$ cat src/rtl/outer_product_driver_pkg.sv
// Shared constants and FSM state type for the outer-product
// self-test driver.
package outer_product_driver_pkg;

  localparam int N_ELEM      = 16;
  localparam int DATA_W      = 4;
  localparam int PROD_W      = 2 * DATA_W;
  localparam int TIMEOUT_CYC = 5000;
  localparam int LAT_W       = 13;
  localparam int IDX_W       = 8;
  localparam int ERR_W       = 9;
  localparam int K_W         = 4;

  typedef enum logic [2:0] {
    IDLE,
    SEND,
    WAIT,
    RECV,
    DONE
  } state_t;

endpackage

$ cat src/rtl/outer_product_driver_rf.sv
// Operand register file: A and B banks, one write port,
// burst read port plus row/column check read ports.
module op_operand_rf
  import outer_product_driver_pkg::*;
(
  input  logic              clk1,
  input  logic              we,
  input  logic [4:0]        waddr,
  input  logic [DATA_W-1:0] wdata,
  input  logic [K_W-1:0]    send_idx,
  output logic [DATA_W-1:0] send_a,
  output logic [DATA_W-1:0] send_b,
  input  logic [K_W-1:0]    row,
  input  logic [K_W-1:0]    col,
  output logic [DATA_W-1:0] row_a,
  output logic [DATA_W-1:0] col_b
);

  logic [DATA_W-1:0] mem_a [N_ELEM];
  logic [DATA_W-1:0] mem_b [N_ELEM];

  // Operand storage is deliberately not reset
  always_ff @(posedge clk1) begin
    if (we) begin
      if (waddr[4]) mem_b[waddr[3:0]] <= wdata;
      else          mem_a[waddr[3:0]] <= wdata;
    end
  end

  assign send_a = mem_a[send_idx];
  assign send_b = mem_b[send_idx];
  assign row_a  = mem_a[row];
  assign col_b  = mem_b[col];

endmodule

$ cat src/rtl/outer_product_driver.sv
// Drives a 16-beat operand burst and checks the 256-beat
// outer-product response, reporting errors and latency.
module outer_product_driver
  import outer_product_driver_pkg::*;
(
  input  logic              clk1,
  input  logic              rst,
  input  logic              cfg_we,
  input  logic [4:0]        cfg_addr,
  input  logic [3:0]        cfg_wdata,
  input  logic              start,
  output logic              in_valid,
  output logic [3:0]        in_matrix_A,
  output logic [3:0]        in_matrix_B,
  input  logic              out_valid,
  input  logic [7:0]        out_matrix,
  output logic              busy,
  output logic              done,
  output logic              pass,
  output logic [8:0]        err_count,
  output logic [7:0]        first_err_idx,
  output logic [LAT_W-1:0]  latency,
  output logic              timeout,
  output logic              proto_err
);

  localparam logic [LAT_W-1:0] TMO = LAT_W'(TIMEOUT_CYC);

  state_t              state;
  logic [K_W-1:0]      k;
  logic [IDX_W-1:0]    idx;
  logic [DATA_W-1:0]   send_a, send_b;
  logic [DATA_W-1:0]   row_a, col_b;
  logic [PROD_W-1:0]   exp_val;
  logic [LAT_W-1:0]    lat_next;
  logic                listening;
  logic                accept;
  logic                beat_err;
  logic                last_beat;
  logic                tmo_hit;

  op_operand_rf u_rf (
    .clk1     (clk1),
    .we       (cfg_we && state == IDLE),
    .waddr    (cfg_addr),
    .wdata    (cfg_wdata),
    .send_idx (k),
    .send_a   (send_a),
    .send_b   (send_b),
    .row      (idx[7:4]),
    .col      (idx[3:0]),
    .row_a    (row_a),
    .col_b    (col_b)
  );

  assign exp_val   = PROD_W'(row_a) * PROD_W'(col_b);
  assign listening = (state == WAIT) || (state == RECV);
  assign accept    = listening && out_valid;
  assign beat_err  = accept && (out_matrix != exp_val);
  assign last_beat = accept && (idx == 8'hFF);
  assign lat_next  = latency + 1'b1;
  assign tmo_hit   = listening && !accept && !last_beat
                     && (lat_next >= TMO);

  assign in_valid    = (state == SEND);
  assign in_matrix_A = in_valid ? send_a : '0;
  assign in_matrix_B = in_valid ? send_b : '0;
  assign busy        = (state == SEND) || listening;

  // Run control FSM with registered result outputs
  always_ff @(posedge clk1 or posedge rst) begin
    if (rst) begin
      state         <= IDLE;
      k             <= '0;
      idx           <= '0;
      done          <= 1'b0;
      pass          <= 1'b0;
      err_count     <= '0;
      first_err_idx <= '0;
      latency       <= '0;
      timeout       <= 1'b0;
      proto_err     <= 1'b0;
    end else begin
      done <= 1'b0;
      unique case (state)
        IDLE: begin
          if (start) begin
            state         <= SEND;
            k             <= '0;
            idx           <= '0;
            pass          <= 1'b0;
            err_count     <= '0;
            first_err_idx <= '0;
            latency       <= '0;
            timeout       <= 1'b0;
            proto_err     <= 1'b0;
          end
        end
        SEND: begin
          k <= k + 1'b1;
          if (out_valid) proto_err <= 1'b1;
          if (k == 4'hF) state <= WAIT;
        end
        WAIT, RECV: begin
          latency <= lat_next;
          if (accept) begin
            idx <= idx + 1'b1;
            if (beat_err) begin
              if (err_count != 9'd256)
                err_count <= err_count + 1'b1;
              if (err_count == '0)
                first_err_idx <= idx;
            end
          end
          if (last_beat) begin
            state <= DONE;
            done  <= 1'b1;
            pass  <= (err_count == '0) && !beat_err
                     && !proto_err && !timeout;
          end else if (tmo_hit) begin
            state   <= DONE;
            done    <= 1'b1;
            timeout <= 1'b1;
            pass    <= 1'b0;
          end else if (accept) begin
            state <= RECV;
          end
        end
        DONE: state <= IDLE;
        default: state <= IDLE;
      endcase
    end
  end

endmodule
$ cat config.mk
export PLATFORM = sky130hd
export DESIGN_NAME = outer_product_driver
export DESIGN_NICKNAME = d
export VERILOG_FILES = /design/src/rtl/outer_product_driver_pkg.sv /design/src/rtl/outer_product_driver_rf.sv /design/src/rtl/outer_product_driver.sv
export SDC_FILE = /design/constraint.sdc
export NUM_CORES = 1
export LEC_CHECK = 0
export ABC_AREA = 1
export ABC_CLOCK_PERIOD_IN_PS = 3300
export CAP_MARGIN = 0
export CORE_MARGIN = 4
export CORE_UTILIZATION = 54
export CTS_BUF_LIST = sky130_fd_sc_hd__clkbuf_16
export DETAILED_ROUTE_END_ITERATION = 8
export HOLD_SLACK_MARGIN = 0.12
export PLACE_DENSITY = 0.81
export SETUP_SLACK_MARGIN = 0.4
export SYNTH_ARGS = -nofsm -noshare
export SYNTH_HDL_FRONTEND = slang
export SYNTH_HIERARCHICAL = 1
export SYNTH_SLANG_ARGS = --single-unit
export TNS_END_PERCENT = 1
$ cat constraint.sdc
create_clock -name clk1 -period 3.3 [get_ports clk1]
set_input_delay 0.33 -clock clk1 [delete_from_list [all_inputs] [get_ports clk1]]
set_output_delay 0.33 -clock clk1 [all_outputs]
set_load 0.03 [all_outputs]
Word-level counts from Yosys, hierarchy flattened --
Memory sizes are Yosys's and may differ from the RTL's. Index checks and enable logic that the tools add are counted. Widths: inputs -> output; s select.
Word-level totals: register bits 49, bits in writable memories 128, input port bits 22, output and inout port bits 44, word-level logic and storage cells 109, memories 2
Cells by class: add/sub/neg operators 4, multipliers 1, order comparisons 1, eq/ne operators 18, multiplexer cells 42, reduce and logical (&&, ||, !) cells 31
Memories:
- u_rf.mem_a | depth 16, bits a word 4, rd ports 2, clocked after memory_dff 0, wr ports 1, line outer_product_driver_rf.sv:19 | logic [DATA_W-1:0] mem_a [N_ELEM];
- u_rf.mem_b | depth 16, bits a word 4, rd ports 2, clocked after memory_dff 0, wr ports 1, line outer_product_driver_rf.sv:20 | logic [DATA_W-1:0] mem_b [N_ELEM];
Operators with widths (count):
- $mux 8 | 5
- $mux 9 | 4
- $pmux 8 s2 | 2
- $pmux 13 s2 | 1
- $pmux 9 s2 | 1
- $mux 1 | 15
- $mux 3 | 5
- $ne 2x2->1 const B | 7
- $add 13x1->13 const B | 1
- $ge 13x13->1 const B | 1
- $mux 13 | 1
- $mux 4 | 3
- $reduce_and 3->1 | 4
- $logic_and 1x1->1 | 10
- $reduce_and 5->1 | 2
- $add 9x1->9 const B | 1
- $logic_not 9->1 | 1
- $ne 9x9->1 const B | 1
- $pmux 3 s3 | 1
- $add 8x1->8 const B | 1
- $eq 8x8->1 const B | 1
- $mul 4x4->8 | 1
- $ne 8x8->1 | 1
- $pmux 4 s2 | 1
- 15 further kinds | 26

Longest topological paths before layout --
depth in word-level cells 10, depth in mapped cells 27, mapped depth without buffers 25

By module --
Netlist, hierarchy kept.
Modules (own cells, without submodules):
- op_operand_rf | times used 1, cells each 877, area each 7078.0 um^2, seq. area each 3843.7 um^2
- outer_product_driver | times used 1, cells each 462, area each 3385.7 um^2, seq. area each 1226.2 um^2

Least setup slack after synthesis --
No wires, ideal clock.
kind register -> register, start point register idx[5], end point register err_count[0], library setup time 0.119 ns, data arrival time 3.585 ns, required time 3.181 ns, slack -0.404 ns, stages on the path, launching flop included 21, buffers on the path 3, period minus slack after synthesis 3.704 ns, cells stage by stage dfrtp_1 > buf_2 > inv_2 > buf_4 > nand3_1 > nand3_1 > nand3_1 > nand2_1 > nand2_1 > fa_1 > fa_1 > fa_1 > xor2_1 > o211ai_1 > nor2_1 > nand3_1 > nand2_2 > nand2_4 > buf_6 > nand3_1 > nand2_1
Between the ends: cells in the longest elaborated chain, start to end 6
Ends and longest elaborated chain:
- start: declaration | line outer_product_driver.sv:31 | logic [IDX_W-1:0] idx;
- start signal: assignment | line outer_product_driver.sv:107 | idx <= idx + 1'b1;
- $mem_v2 16x4
- named net row_a[0] | line outer_product_driver.sv:33 | logic [DATA_W-1:0] row_a, col_b;
- $mul 4x4->8 | line outer_product_driver.sv:56 | assign exp_val = PROD_W'(row_a) * PROD_W'(col_b);
- $ne 8x8->1 | line outer_product_driver.sv:59 | assign beat_err = accept && (out_matrix != exp_val);
- $logic_and 1x1->1 | line outer_product_driver.sv:59
- $ne 2x2->1 (no line)
- $reduce_and 5->1 (no line)
- end signal: assignment | line outer_product_driver.sv:110 | err_count <= err_count + 1'b1;
- end: declaration | line outer_product_driver.sv:20 | output logic [8:0] err_count,
The timed path passes the listed nets, and every way through them passes these cells. A chain may end at the register's enable or synchronous reset.

Final worst setup path --
start point register idx[0], end point register first_err_idx[0]
Between the ends: cells in the longest elaborated chain, start to end 6, elaborated cells between the ends (all ways) 10, classes of those cells mul (1); eq/ne (2); mux (4); reduce/logical (2); memory (1)
Ends and longest elaborated chain:
- $mem_v2 16x4
- named net col_b[3] | line outer_product_driver.sv:33
- $mul 4x4->8 | line outer_product_driver.sv:56
- $ne 8x8->1 | line outer_product_driver.sv:59
- $logic_and 1x1->1 | line outer_product_driver.sv:59
- $ne 2x2->1 (no line)
- $reduce_and 5->1 (no line)
- end signal: assignment | line outer_product_driver.sv:112 | first_err_idx <= idx;
- end: declaration | line outer_product_driver.sv:21 | output logic [7:0] first_err_idx,
The timed path passes the listed nets, and every way through them passes these cells. The select of a mux whose other input is x is not followed.

==> results.yml <==
synth:
  yosys-mux-area-fraction_pct: 0
  synth_top_family_by_area: "simple AND/OR/NAND/NOR gates"
  ys_top_cells_by_count: "nand2_1, nand3_1, inv_1"
  ys_ff_latch: 177
  seq_area_frac_synth_pct: 48.5
  synth_area_leaders: "edfxtp_1, nand2_1, nand3_1"
  synth_top_cell_area_share_pct: 36.7
  synth_xor_area_share_pct: 1.09
  ys_types: 42
  synth.most_common_cell: "nand2_1"
  synth-simple-area-share_pct: 34.0
  synth.net_count: 1383
  synth_edf_count: 128
  ys_warn_count: 6
  ys_async_sr_fraction_pct: 27.7
  synth_compound_area_share_pct: 2.20
  avgSynthCellArea_sq_um: 7.81
  yosysTopAreaCell: "edfxtp_1"
  synth_fa_ha_area_share_pct: 2.92
  synth_cells: 1339
  syn_area_sq_mm: 0.0105
  synthFlopType: "edfxtp_1"
timing:
  tightest_slew_ps: 1030
  max_slew_margin_pct: 31.0
  max_freq_ghz: 0.264
  rsz0062_at_grt: "yes"
  worst_slack_ps: -490
  slew_viol_final: 0
  period_minus_slack_ps: 3790
  holdWs_ps: 476
  skew_ps: 8.42
  hold_viol: 0
  period_share_pct: 115
  setup_violations: 18
power_and_ir_drop:
  p_int_mw: 5.35
  p_sw_mw: 4.15
  power_switching_share_pct: 43.7
  ir_worst_vdd_uv: 466
  p_leak_nw: 5.73
  p_seq_share_pct: 29.8
  combPwrFrac_pct: 48.5
  pwr_density_cell_mw_per_mm2: 774
  p_clk_share_pct: 21.7
clock_network:
  post-cts-setup-buffers: 0
  cts.path.max_buffers: 2
  htreeDepth: 4
  numCtsBuffers: 17
  clock-sinks: 177
  insertion_delay_ps: 440
  clkSlewWorstSetupHoldPaths_ps: 70
  postCtsHoldBufs: 0
  cts_tree: "done"
  root_buffer: "clkbuf_16"
route:
  first_pass_iters: 7
  wl_per_cell_microns: 16.7
  avgViaCountPerCell: 5.61
  drc_errors: 0
  ant_nets: 0
  num_vias: 9563
  dr.first_iter.drc_count: 1529
  wl_microns: 28400
floorplanning:
  die_h_microns: 147
  start_util_pct: 55.4
  rows: 50
  die_w_microns: 147
  io_pins: 66
  core_sq_mm: 0.0189
  die_area_sq_mm: 0.0217
critical_path:
  cp.required_ps: 3680
  crit_fanout: 18
  r2r_start: "idx[0]"
  worstRegToRegCells: 19
  worstSetupPathType: "flop to flop"
  cp_common_cell: "nand2_1"
  cp_cell_sequence: "buf_8 -> nand2_1 -> nand3_1 -> nand3_1 -> nand3_1 -> nand2_2 -> nand2_1 -> fa_1 -> fa_1 -> fa_1 -> xor2_1 -> o211ai_1 -> nor2_1 -> nand3_2 -> nand2_4 -> nand2_8 -> nand2_4 -> nand2_1 -> nand2_1"
  slowest_stage: "fa_1"
  arrival_ps: 4170
  end_kind: "flop"
  start_kind: "flop"
  startpoint: "idx[0]"
  slowest_delay_ps: 510
finish:
  diodes: 0
  multi_input_area_sq_mm: 0.00429
  nNetsFinal: 1476
  fill_cells: 1513
  area_growth_pct: 17.3
  layout-drive-gt1-share_pct: 10.4
  fin_cells: 1705
  regArea_sq_mm: 0.00508
run_status:
  failed_checks: "negative setup slack"
  status: "finished with violations"
placed_design:
  gp_congestion: 0.951
  place.detailed.hpwl_microns: 18900
  place.port_buffers: 65
  dp_cells: 1672
run:
  maxCapViolations: 0
global_routing:
  grt_usage_pct: 26.4
  grt_max_degree: 50
  overflow: 0
  antenna_found_initial: 0
  grt_pass1_wl_microns: 45800
  first_global_vias: 9265
hold_path:
  worst_hold_path_type: "input port to async pin"
==> timing repair <==
action | 4_1_cts | 5_1_grt
pin swaps | 3 | 0
gates resized for setup | 19 | 1
endpoints found under the setup margin | 18 | 26
cloned | 1 | 0
==> power groups by stage <==
stage	registers [mW]	clock network [mW]	logic [mW]
after floorplan	2.93	0	3.14
after global placement	2.85	0	4.30
after detailed placement	2.85	0	4.39
after CTS	2.82	2.08	4.54
after global routing	2.85	2.19	5.07
final	2.83	2.06	4.61
==> kinds of logic after synthesis <==
group | count (synthesis)
compound gates | 38
flops | 177
buf+inv | 271
simple gates | 818
xor+xnor | 13
fa+ha+maj | 22
==> final cells by class <==
type | instances | area share [%]
Clock buffer | 17 | 3.47
Clock inverter | 15 | 1.44
Inverter | 216 | 6.84
Multi-Input combinational cell | 892 | 34.9
Sequential cell | 177 | 41.4
Tap cell | 260 | 2.65
Timing Repair Buffer | 128 | 9.29
==> critical path, delay by kind of cell, from the launching register on <==
family	cells	cell delay (ps)
adders and majority gates	3	1450
and+or+nand+nor	13	1370
buffers and inverters	1	180
xor gates and xnor gates	1	140
DFF	1	480
AOI/OAI and AO/OA	1	90
==> layout by cell type, fill, tap and decap left out, types with 3 or more instances in the layout <==
cell type,instances
dfrtp_1,46
nor2_2,7
a21oi_1,8
buf_4,67
inv_1,207
inv_8,6
inv_2,5
nand2_1,417
nor2_4,4
xnor2_1,3
clkinvlp_4,4
nand3_2,6
nand2_2,9
nand4_1,10
inv_4,3
nor3_1,7
o22ai_1,5
nor2_1,82
ha_1,18
nand3_1,263
fa_1,4
o21ai_0,14
clkbuf_16,17
edfxtp_1,128
xor2_1,10
nand2_4,5
clkdlybuf4s50_1,57
==> final timing paths <==
check                                   endpoint  slack [ps]
max in group asynchronous                   k[0]        2060
worst max register to register  first_err_idx[0]        -490
worst min register to register  first_err_idx[1]         490
worst max-delay path            first_err_idx[0]        -490
min in group clk1               first_err_idx[1]         490
worst min-delay path                        done         480
==> flip-flops by register name, summed over array words and instances, names as in the netlist <==
name,cells
done,1
err_count,9
first_err_idx,8
idx,8
k,4
latency,13
pass,1
proto_err,1
state,3
timeout,1
u_rf/mem_a,64
u_rf/mem_b,64
==> per-stage QoR <==
step	total power [mW]	instance area (sq um)	TNS [ps]	setup WS [ps]	util, %
floorplan	6.07	10600	-2780	-193	-
global placement	7.14	11600	-7900	-460	61.3
detailed placement	7.24	11600	-9830	-584	61.3
CTS	9.43	12300	-7300	-425	64.9
global route	10.1	12300	-12080	-710	64.9
finish	9.50	12300	-8530	-490	64.9
==> layer usage <==
| metal | vias to the layer above | global-route usage (%) | share of wire, % |
|---|---|---|---|
| li1 | 4474 | - | - |
| met1 | 4371 | 33.1 | 39 |
| met2 | 586 | 43.3 | 47 |
| met3 | 132 | 5.52 | 9.5 |
| met4 | 0 | 13.4 | 4.7 |
| met5 | - | 0 | 0 |
Note: power is estimated with default switching activity, not from simulation.
